==> src/rtl/alu_sequencer.sv <==
// Sequencer for an adiabatic ALU driven by a Bennett clock. It latches an operation,
// waits for the instruction edges and the phase peak, and returns the zero flag.
module alu_sequencer #(
    parameter int unsigned WIDTH   = 13,
    parameter int unsigned TIMEOUT = 255
) (
    input  logic             clk,
    input  logic             reset,
    input  logic             req_valid,
    output logic             req_ready,
    input  logic [2:0]       req_op,
    input  logic             req_a_sel,
    input  logic [1:0]       req_b_sel,
    input  logic [1:0]       req_out_sel,
    input  logic             instFlag,
    input  logic [WIDTH-1:0] clkpos,
    input  logic [WIDTH-1:0] clkneg,
    input  logic             zero_in,
    output logic             ALU_Control0,
    output logic             ALU_Control1,
    output logic             A_mux,
    output logic             B_mux0,
    output logic             B_mux1,
    output logic             SUB,
    output logic             STL,
    output logic             Adder_Cin,
    output logic             mux3_0,
    output logic             mux3_1,
    output logic             ALU_O_Fclkpos,
    output logic             A_Fclkpos,
    output logic             busy,
    output logic             done,
    output logic             zero_out,
    output logic             timeout
);

    localparam int unsigned CNT_W = 8;

    typedef enum logic [2:0] {
        IDLE    = 3'd0,
        ARM     = 3'd1,
        EVAL    = 3'd2,
        CAPTURE = 3'd3,
        SETTLE  = 3'd4,
        DONE    = 3'd5
    } state_t;

    state_t           state_q;
    state_t           state_d;
    logic [CNT_W-1:0] wait_cnt;
    logic             inst_q;
    logic             inst_rise;
    logic             peak;
    logic             accept;
    logic             wait_expired;
    logic             abort;
    logic             finish;
    logic [4:0]       op_ctrl;

    assign inst_rise    = instFlag & ~inst_q;
    assign peak         = (&clkpos) & ~(|clkneg);
    assign accept       = (state_q == IDLE) & req_valid;
    // Abort on the edge where the count would reach TIMEOUT.
    assign wait_expired = (CNT_W'(wait_cnt + CNT_W'(1)) == CNT_W'(TIMEOUT));

    // Next-state logic; peak is checked before any other EVAL exit.
    always_comb begin
        state_d = state_q;
        abort   = 1'b0;
        finish  = 1'b0;
        case (state_q)
            IDLE:    if (req_valid) state_d = ARM;
            ARM: begin
                if (inst_rise) begin
                    state_d = EVAL;
                end else if (wait_expired) begin
                    state_d = DONE;
                    abort   = 1'b1;
                end
            end
            EVAL: begin
                if (peak) begin
                    state_d = CAPTURE;
                end else if (wait_expired) begin
                    state_d = DONE;
                    abort   = 1'b1;
                end
            end
            CAPTURE: state_d = SETTLE;
            SETTLE: begin
                if (inst_rise) begin
                    state_d = DONE;
                    finish  = 1'b1;
                end else if (wait_expired) begin
                    state_d = DONE;
                    abort   = 1'b1;
                end
            end
            DONE:    state_d = IDLE;
            default: state_d = IDLE;
        endcase
    end

    always_ff @(posedge clk or negedge reset) begin
        if (!reset) state_q <= IDLE;
        else        state_q <= state_d;
    end

    // {ALU_Control1, ALU_Control0, SUB, Adder_Cin, STL}; illegal opcodes decode as ADD.
    always_comb begin
        op_ctrl = 5'b10_0_0_0;
        case (req_op)
            3'b001:  op_ctrl = 5'b10_1_1_0;
            3'b010:  op_ctrl = 5'b00_0_0_0;
            3'b011:  op_ctrl = 5'b01_0_0_0;
            3'b100:  op_ctrl = 5'b10_1_1_1;
            3'b101:  op_ctrl = 5'b11_0_0_0;
            default: op_ctrl = 5'b10_0_0_0;
        endcase
    end

    always_ff @(posedge clk or negedge reset) begin
        if (!reset) begin
            inst_q   <= 1'b0;
            wait_cnt <= '0;
        end else begin
            inst_q <= instFlag;
            if (state_d != state_q)
                wait_cnt <= '0;
            else if (state_q == ARM || state_q == EVAL || state_q == SETTLE)
                wait_cnt <= CNT_W'(wait_cnt + CNT_W'(1));
        end
    end

    // Control lines only move on the accept edge so evaluation sees stable values.
    always_ff @(posedge clk or negedge reset) begin
        if (!reset) begin
            {ALU_Control1, ALU_Control0, SUB, Adder_Cin, STL} <= '0;
            {A_mux, B_mux1, B_mux0, mux3_1, mux3_0}           <= '0;
        end else if (accept) begin
            {ALU_Control1, ALU_Control0, SUB, Adder_Cin, STL} <= op_ctrl;
            {A_mux, B_mux1, B_mux0, mux3_1, mux3_0} <= {req_a_sel, req_b_sel, req_out_sel};
        end
    end

    always_ff @(posedge clk or negedge reset) begin
        if (!reset) begin
            req_ready     <= 1'b1;
            busy          <= 1'b0;
            done          <= 1'b0;
            ALU_O_Fclkpos <= 1'b0;
            A_Fclkpos     <= 1'b0;
            zero_out      <= 1'b0;
            timeout       <= 1'b0;
        end else begin
            req_ready     <= (state_d == IDLE);
            busy          <= (state_d != IDLE);
            done          <= (state_d == DONE);
            ALU_O_Fclkpos <= (state_d == CAPTURE);
            A_Fclkpos     <= (state_d == CAPTURE);
            if (finish)
                zero_out <= zero_in;
            if (accept)
                timeout <= 1'b0;
            else if (abort)
                timeout <= 1'b1;
        end
    end

endmodule

==> config.mk <==
export PLATFORM = sky130hd
export DESIGN_NAME = alu_sequencer
export DESIGN_NICKNAME = d
export VERILOG_FILES = /design/src/rtl/alu_sequencer.sv
export SDC_FILE = /design/constraint.sdc
export NUM_CORES = 1
export LEC_CHECK = 0
export CORE_ASPECT_RATIO = 0.7
export CORE_UTILIZATION = 44
export DETAILED_ROUTE_END_ITERATION = 7
export PLACE_DENSITY_LB_ADDON = 0.2
export SETUP_SLACK_MARGIN = 0.05
export SLEW_MARGIN = 20
export SYNTH_ARGS = -nofsm -noshare
export SYNTH_HDL_FRONTEND = slang
export SYNTH_SLANG_ARGS = --single-unit
export TNS_END_PERCENT = 100
==> constraint.sdc <==
create_clock -name clk -period 2.4 [get_ports clk]
set_input_delay 0.72 -clock clk [delete_from_list [all_inputs] [get_ports clk]]
set_output_delay 0.72 -clock clk [all_outputs]
set_load 0.02 [all_outputs]
* After elaboration in Yosys (flattened, before gate mapping)
Cells that the tools add are included.
** Cells by class
- Reduce and logical (&&, ||, !) cells :: 10
- Mux-type cells :: 17
- Bitwise operators :: 5
- Add/subtract/negate cells :: 1
- Eq/ne operators :: 13
** Operator list (count)
- $pmux 5 s5 :: 1
- $mux 8 :: 2
- $eq 3x2->1 const B :: 5
- $mux 3 :: 5
- $pmux 3 s5 :: 1
- $reduce_and 13->1 :: 1
- $reduce_or 13->1 :: 1
- $eq 3x3->1 const B :: 4
- $add 8x1->8 const B :: 1
- $eq 8x8->1 const B :: 1
- $mux 1 :: 7
- $eq 3x1->1 const B :: 2
- $logic_not 3->1 :: 2
- $reduce_bool 2->1 :: 2
- $and 1x1->1 :: 3
- $ne 3x3->1 :: 1
- $reduce_bool 3->1 :: 1
- $logic_or 1x1->1 :: 2
- $not 1->1 :: 2
- $pmux 1 s2 :: 1
- $reduce_or 2->1 :: 1
** Word-level totals
- Input bits :: 39
- Output and inout port bits :: 17
- Bits in registers :: 28
- Word-level logic and storage cells :: 65

* Logic depth before layout (Yosys ltp)
- Depth after elaboration :: 7
- Mapped depth :: 9
- Mapped depth without buffers :: 9

* Worst setup path before layout
Ideal clock, no wire load.
- Path kind :: input port to flip-flop
- Start :: input port clkpos[10]
- End :: register req_ready
- Arrival :: 1960 ps
- Library setup time :: 75 ps
- Stages on the path :: 7
- Setup slack :: 365 ps
- Path buffers :: 0
- Required time :: 2325 ps
- Cell sequence :: and4_1 > nand3_1 > nor4_2 > nand2_1 > a31oi_2 > inv_2 > nor3b_2
** Between the ends
- Word-level cells in the longest chain between the ends :: 5
** RTL lines
- from (decl) :: line 16 : input logic [WIDTH-1:0] clkpos,
- $reduce_and 13->1 :: line 61 : assign peak = (&clkpos) & ~(|clkneg);
- $and 1x1->1 :: line 61
- $mux 3 :: line 82 : if (peak) begin
- $pmux 3 s5 :: line 71 : case (state_q)
- net state_d[2] :: line 49 : state_t state_d;
- $logic_not 3->1 :: line 156 : req_ready <= (state_d == IDLE);
- to (signal assigned) :: line 156
- to (decl) :: line 10 : output logic req_ready,
The timed path passes the listed nets, and every way through them passes these cells.
A chain may end at the register's enable or synchronous reset.

* Worst setup path in the final report
- Start :: input port clkneg[0]
- End :: register busy
** Between the ends
- Word-level cells in the longest chain between the ends :: 6
** RTL lines
- from (decl) :: line 17 : input logic [WIDTH-1:0] clkneg,
- $reduce_or 13->1 :: line 61
- $not 1->1 :: line 61
- $and 1x1->1 :: line 61
- $mux 3 :: line 82
- $pmux 3 s5 :: line 71
- net state_d[1] :: line 49
- $reduce_bool 3->1 :: line 157 : busy <= (state_d != IDLE);
- to (signal assigned) :: line 157
- to (decl) :: line 31 : output logic busy,
The timed path passes the listed nets, and every way through them passes these cells.

==> flow_summary_export.csv <==
group,metric,value,unit
run_status,status,"finished, final reports clean",
clock_tree,cts_hold_buf,0,
global_route,gr-max-usage-layer,"met2",
setup_path,critPathSlowestCell,"clkdlybuf4s50_1",
logic_synthesis,yosys_warnings,0,
die,die_x,72.6,um
global_route,use_met3,0.0552,
timing,finalCriticalPeriod,2200,ps
timing,rsz0062_at_grt,"no",
routing,wl,3600,um
layout,post-route-util,0.695,
logic_synthesis,syn_inst,164,
die,die_area,3730,um2
routing,drc,0,
clock_tree,cts_tree,"built",
layout,regMostFlops,"wait_cnt",
setup_path,r2r_slack,230,ps
routing,drt_iter0_drc,83,
die,core,3230,um2
setup_path,crit_arrival,2410,ps
global_route,grtUsageMet2,0.352,
layout,antenna_cells,0,
logic_synthesis,yosys_register_bits,27,
pwr,powerDensity,959,nW/um2
logic_synthesis,syn_avg_cell_area,9.35,um2
setup_path,end_kind,"register",
global_route,grt_max_degree,28,
logic_synthesis,yosysSeqAreaShare,0.441,
routing,first_pass_iters,5,
layout,reg_top3,"wait_cnt (8), state_q (3)",
global_route,grt_util_all_layers,0.212,
timing,final.setup.tns,0,ps
global_route,met1_usage,0.276,
global_route,grt_pass1_wl,5960,um
timing,fin_skew,2.62,ps
placed_design,port_buffers,55,
logic_synthesis,syn_nets,206,
clock_tree,clk_latency,270,ps
setup_path,required,2610,ps
timing,hold_slack,486,ps
die,die_h,51.4,um
setup_path,path_max_fanout,6,
layout,nNetsFinal,263,
clock_tree,cts.sinks,27,
timing,tightestPinTransition,483,ps
routing,ant_nets,0,
setup_path,worst-setup-path-type,"in2reg",
timing,clock.fmax,0.454,GHz
routing,vias_per_cell,5.00,
placed_design,globalplace.congestion,0.765,
setup_path,worstPathCellList,"clkdlybuf4s50_1, nor4_2, nand3_1, nor4_2, buf_4, a21oi_2, a221oi_4, nand3b_1",
timing,period_share,0.919,
clock_tree,htreeDepth,1,
timing,slew_violations,0,
pwr,peakVddDrop,669,uV
die,rows,17,
clock_tree,cts.path.max_buffers,2,
clock_tree,clk_pin_slew,90,ps
global_route,grt_pass1_vias,1336,
layout,final_cells,267,
layout,largest_register_ffs,8,
routing,wl_per_cell,13.5,um
layout,drive_above_1_share,0.145,
routing,vias,1334,
global_route,antenna_found_initial,0,
setup_path,start_kind,"input pin",
timing,final-hold-violation-count,0,
min_path,hp-class,"reg2reg",
timing,setup_viol,0,
placed_design,place_hpwl,2820,um
job,cap_viol_max_count,0,
setup_path,cp_common_cell,"nor4_2",
die,io_pins,56,
placed_design,placed_cells,262,
clock_tree,cts_inserted_buffers,3,
logic_synthesis,syn-cell-area,1530,um2
die,initial_core_util,0.474,
pwr,p_leak,0.986,nW
logic_synthesis,ys_types,45,
setup_path,cpPeakStageDelay,420,ps
clock_tree,root_buffer,"clkbuf_8",
global_route,grt.overflow.total,0,
timing,slew_headroom,0.678,
layout,area_delta_synth_final,46.5,%
-- worst max-delay path: cells and delay by family --
family / cells / cell delay, ps
AND/OR/NAND/NOR: 4 / 720
AO/OA/AOI/OAI: 2 / 360
buffers and inverters: 2 / 610
-- timing repair --
item                       in CTS  in global routing
resized for setup               0                 17
setup endpoints to repair       0                  8
buffers inserted                0                  1
-- final timing paths --
path                       depth (start not counted)               startpoint              endpoint
max reg2reg                                        6  wait_cnt[0]$_DFFE_PN0P_        busy$_DFF_PN0_
min in group asynchronous                          2                    reset  state_q[2]$_DFF_PN0_
max                                                8                clkneg[0]        busy$_DFF_PN0_
min                                                2       mux3_1$_DFFE_PN0P_    mux3_1$_DFFE_PN0P_
max in group asynchronous                          2                    reset   req_ready$_DFF_PN1_
min reg2reg                                        2       mux3_1$_DFFE_PN0P_    mux3_1$_DFFE_PN0P_
-- layout by cell type (no fill, tap or decap), types with 2 or more instances in the layout --
cell,count
inv_2,2
clkbuf_8,3
clkdlybuf4s50_1,46
nor4_2,5
ha_1,3
xor2_1,4
nand2b_1,5
nand2_2,2
nand3_1,3
a21oi_2,2
buf_4,4
nand2_1,27
nor2_1,17
mux2_2,2
dlymetal6s2s_1,9
o2bb2ai_1,3
nand4_1,2
nand3b_1,3
a21oi_1,3
xnor2_1,9
dfrtp_1,26
o21ai_1,2
inv_1,4
nor2b_1,2
and2_1,4
and4_1,2
nor3_1,5
-- cell families (layout without fill, tap and decap cells) --
kind of cell,after synthesis,in the layout,synth area share
flip-flops,27,27,0.441
AO/OA/AOI/OAI,20,20,0.109
XOR/XNOR,13,13,0.0742
buffers and inverters,13,69,0.0367
multiplexers,2,2,0.0147
AND/OR/NAND/NOR,86,86,0.299
adder cells (fa/ha/maj),3,3,0.0245
-- metrics by stage --
stage                     area [um2]  power, mW  worst slack, ps
after floorplan                 1530       1.44              365
after global placement          2130       1.83            -93.8
after detailed placement        2130       1.87             -183
after CTS                       2180       2.13             91.9
after global routing            2250       2.34             71.1
final                           2250       2.16              195
-- metal layers --
| layer | up-vias | wire (um) |
|---|---|---|
| met4 | 0 | 46 |
| li1 | 672 | - |
| met5 | - | 0 |
| met3 | 6 | 182 |
| met2 | 34 | 1750 |
| met1 | 622 | 1620 |
-- Yosys cell counts --
cell type | count | area [um2]
o22ai_2 | 1 | 12.5
or2b_2 | 1 | 8.76
mux2_2 | 2 | 22.5
inv_2 | 2 | 7.51
a211oi_2 | 1 | 12.5
and4_2 | 1 | 10.0
a31oi_2 | 1 | 12.5
xnor2_1 | 9 | 78.8
buf_1 | 1 | 3.75
nor4_1 | 4 | 25.0
a221oi_4 | 1 | 26.3
o41ai_1 | 1 | 8.76
nand4_1 | 2 | 12.5
buf_4 | 2 | 15.0
a22oi_1 | 1 | 7.51
o21ai_1 | 2 | 10.0
nor3_1 | 5 | 25.0
and3_1 | 1 | 6.26
or3_1 | 1 | 6.26
dfstp_2 | 1 | 26.3
nand3_1 | 3 | 15.0
a21o_1 | 1 | 7.51
nor3b_2 | 1 | 12.5
nand2_2 | 1 | 6.26
nor2_2 | 1 | 6.26
nand4b_1 | 1 | 8.76
a31oi_1 | 1 | 6.26
inv_1 | 4 | 15.0
o21ai_0 | 1 | 5.00
and4_1 | 2 | 17.5
nor2_1 | 17 | 63.8
and2_1 | 4 | 25.0
xor2_1 | 4 | 35.0
clkbuf_1 | 4 | 15.0
and4b_4 | 1 | 13.8
ha_1 | 3 | 37.5
dfrtp_1 | 26 | 651
o2bb2ai_1 | 3 | 26.3
nor4_2 | 2 | 25.0
nand2b_1 | 5 | 31.3
nor2b_1 | 2 | 12.5
o31ai_1 | 1 | 7.51
nand2_1 | 28 | 105
a21oi_1 | 5 | 25.0
nand3b_1 | 3 | 22.5
-- power breakdown --
part / leakage [nW] / total, mW / internal [mW] / switching [mW]
Combinational: 0.611 / 1.13 / 0.548 / 0.582
Clock: 0.0255 / 0.251 / 0.116 / 0.135
Sequential: 0.349 / 0.774 / 0.604 / 0.170
Total: 0.986 / 2.16 / 1.27 / 0.887
-- final cells by class --
type                    count  area, um2
clock buffers               3       41.3
clock inverters             1       5.00
fillers                   268        986
inverters                   6       22.5
multi-input cells         124        840
flip-flops and latches     27        677
well taps                  47       58.8
repair buffers             59        603
Note: power is estimated with default switching activity, not from simulation.
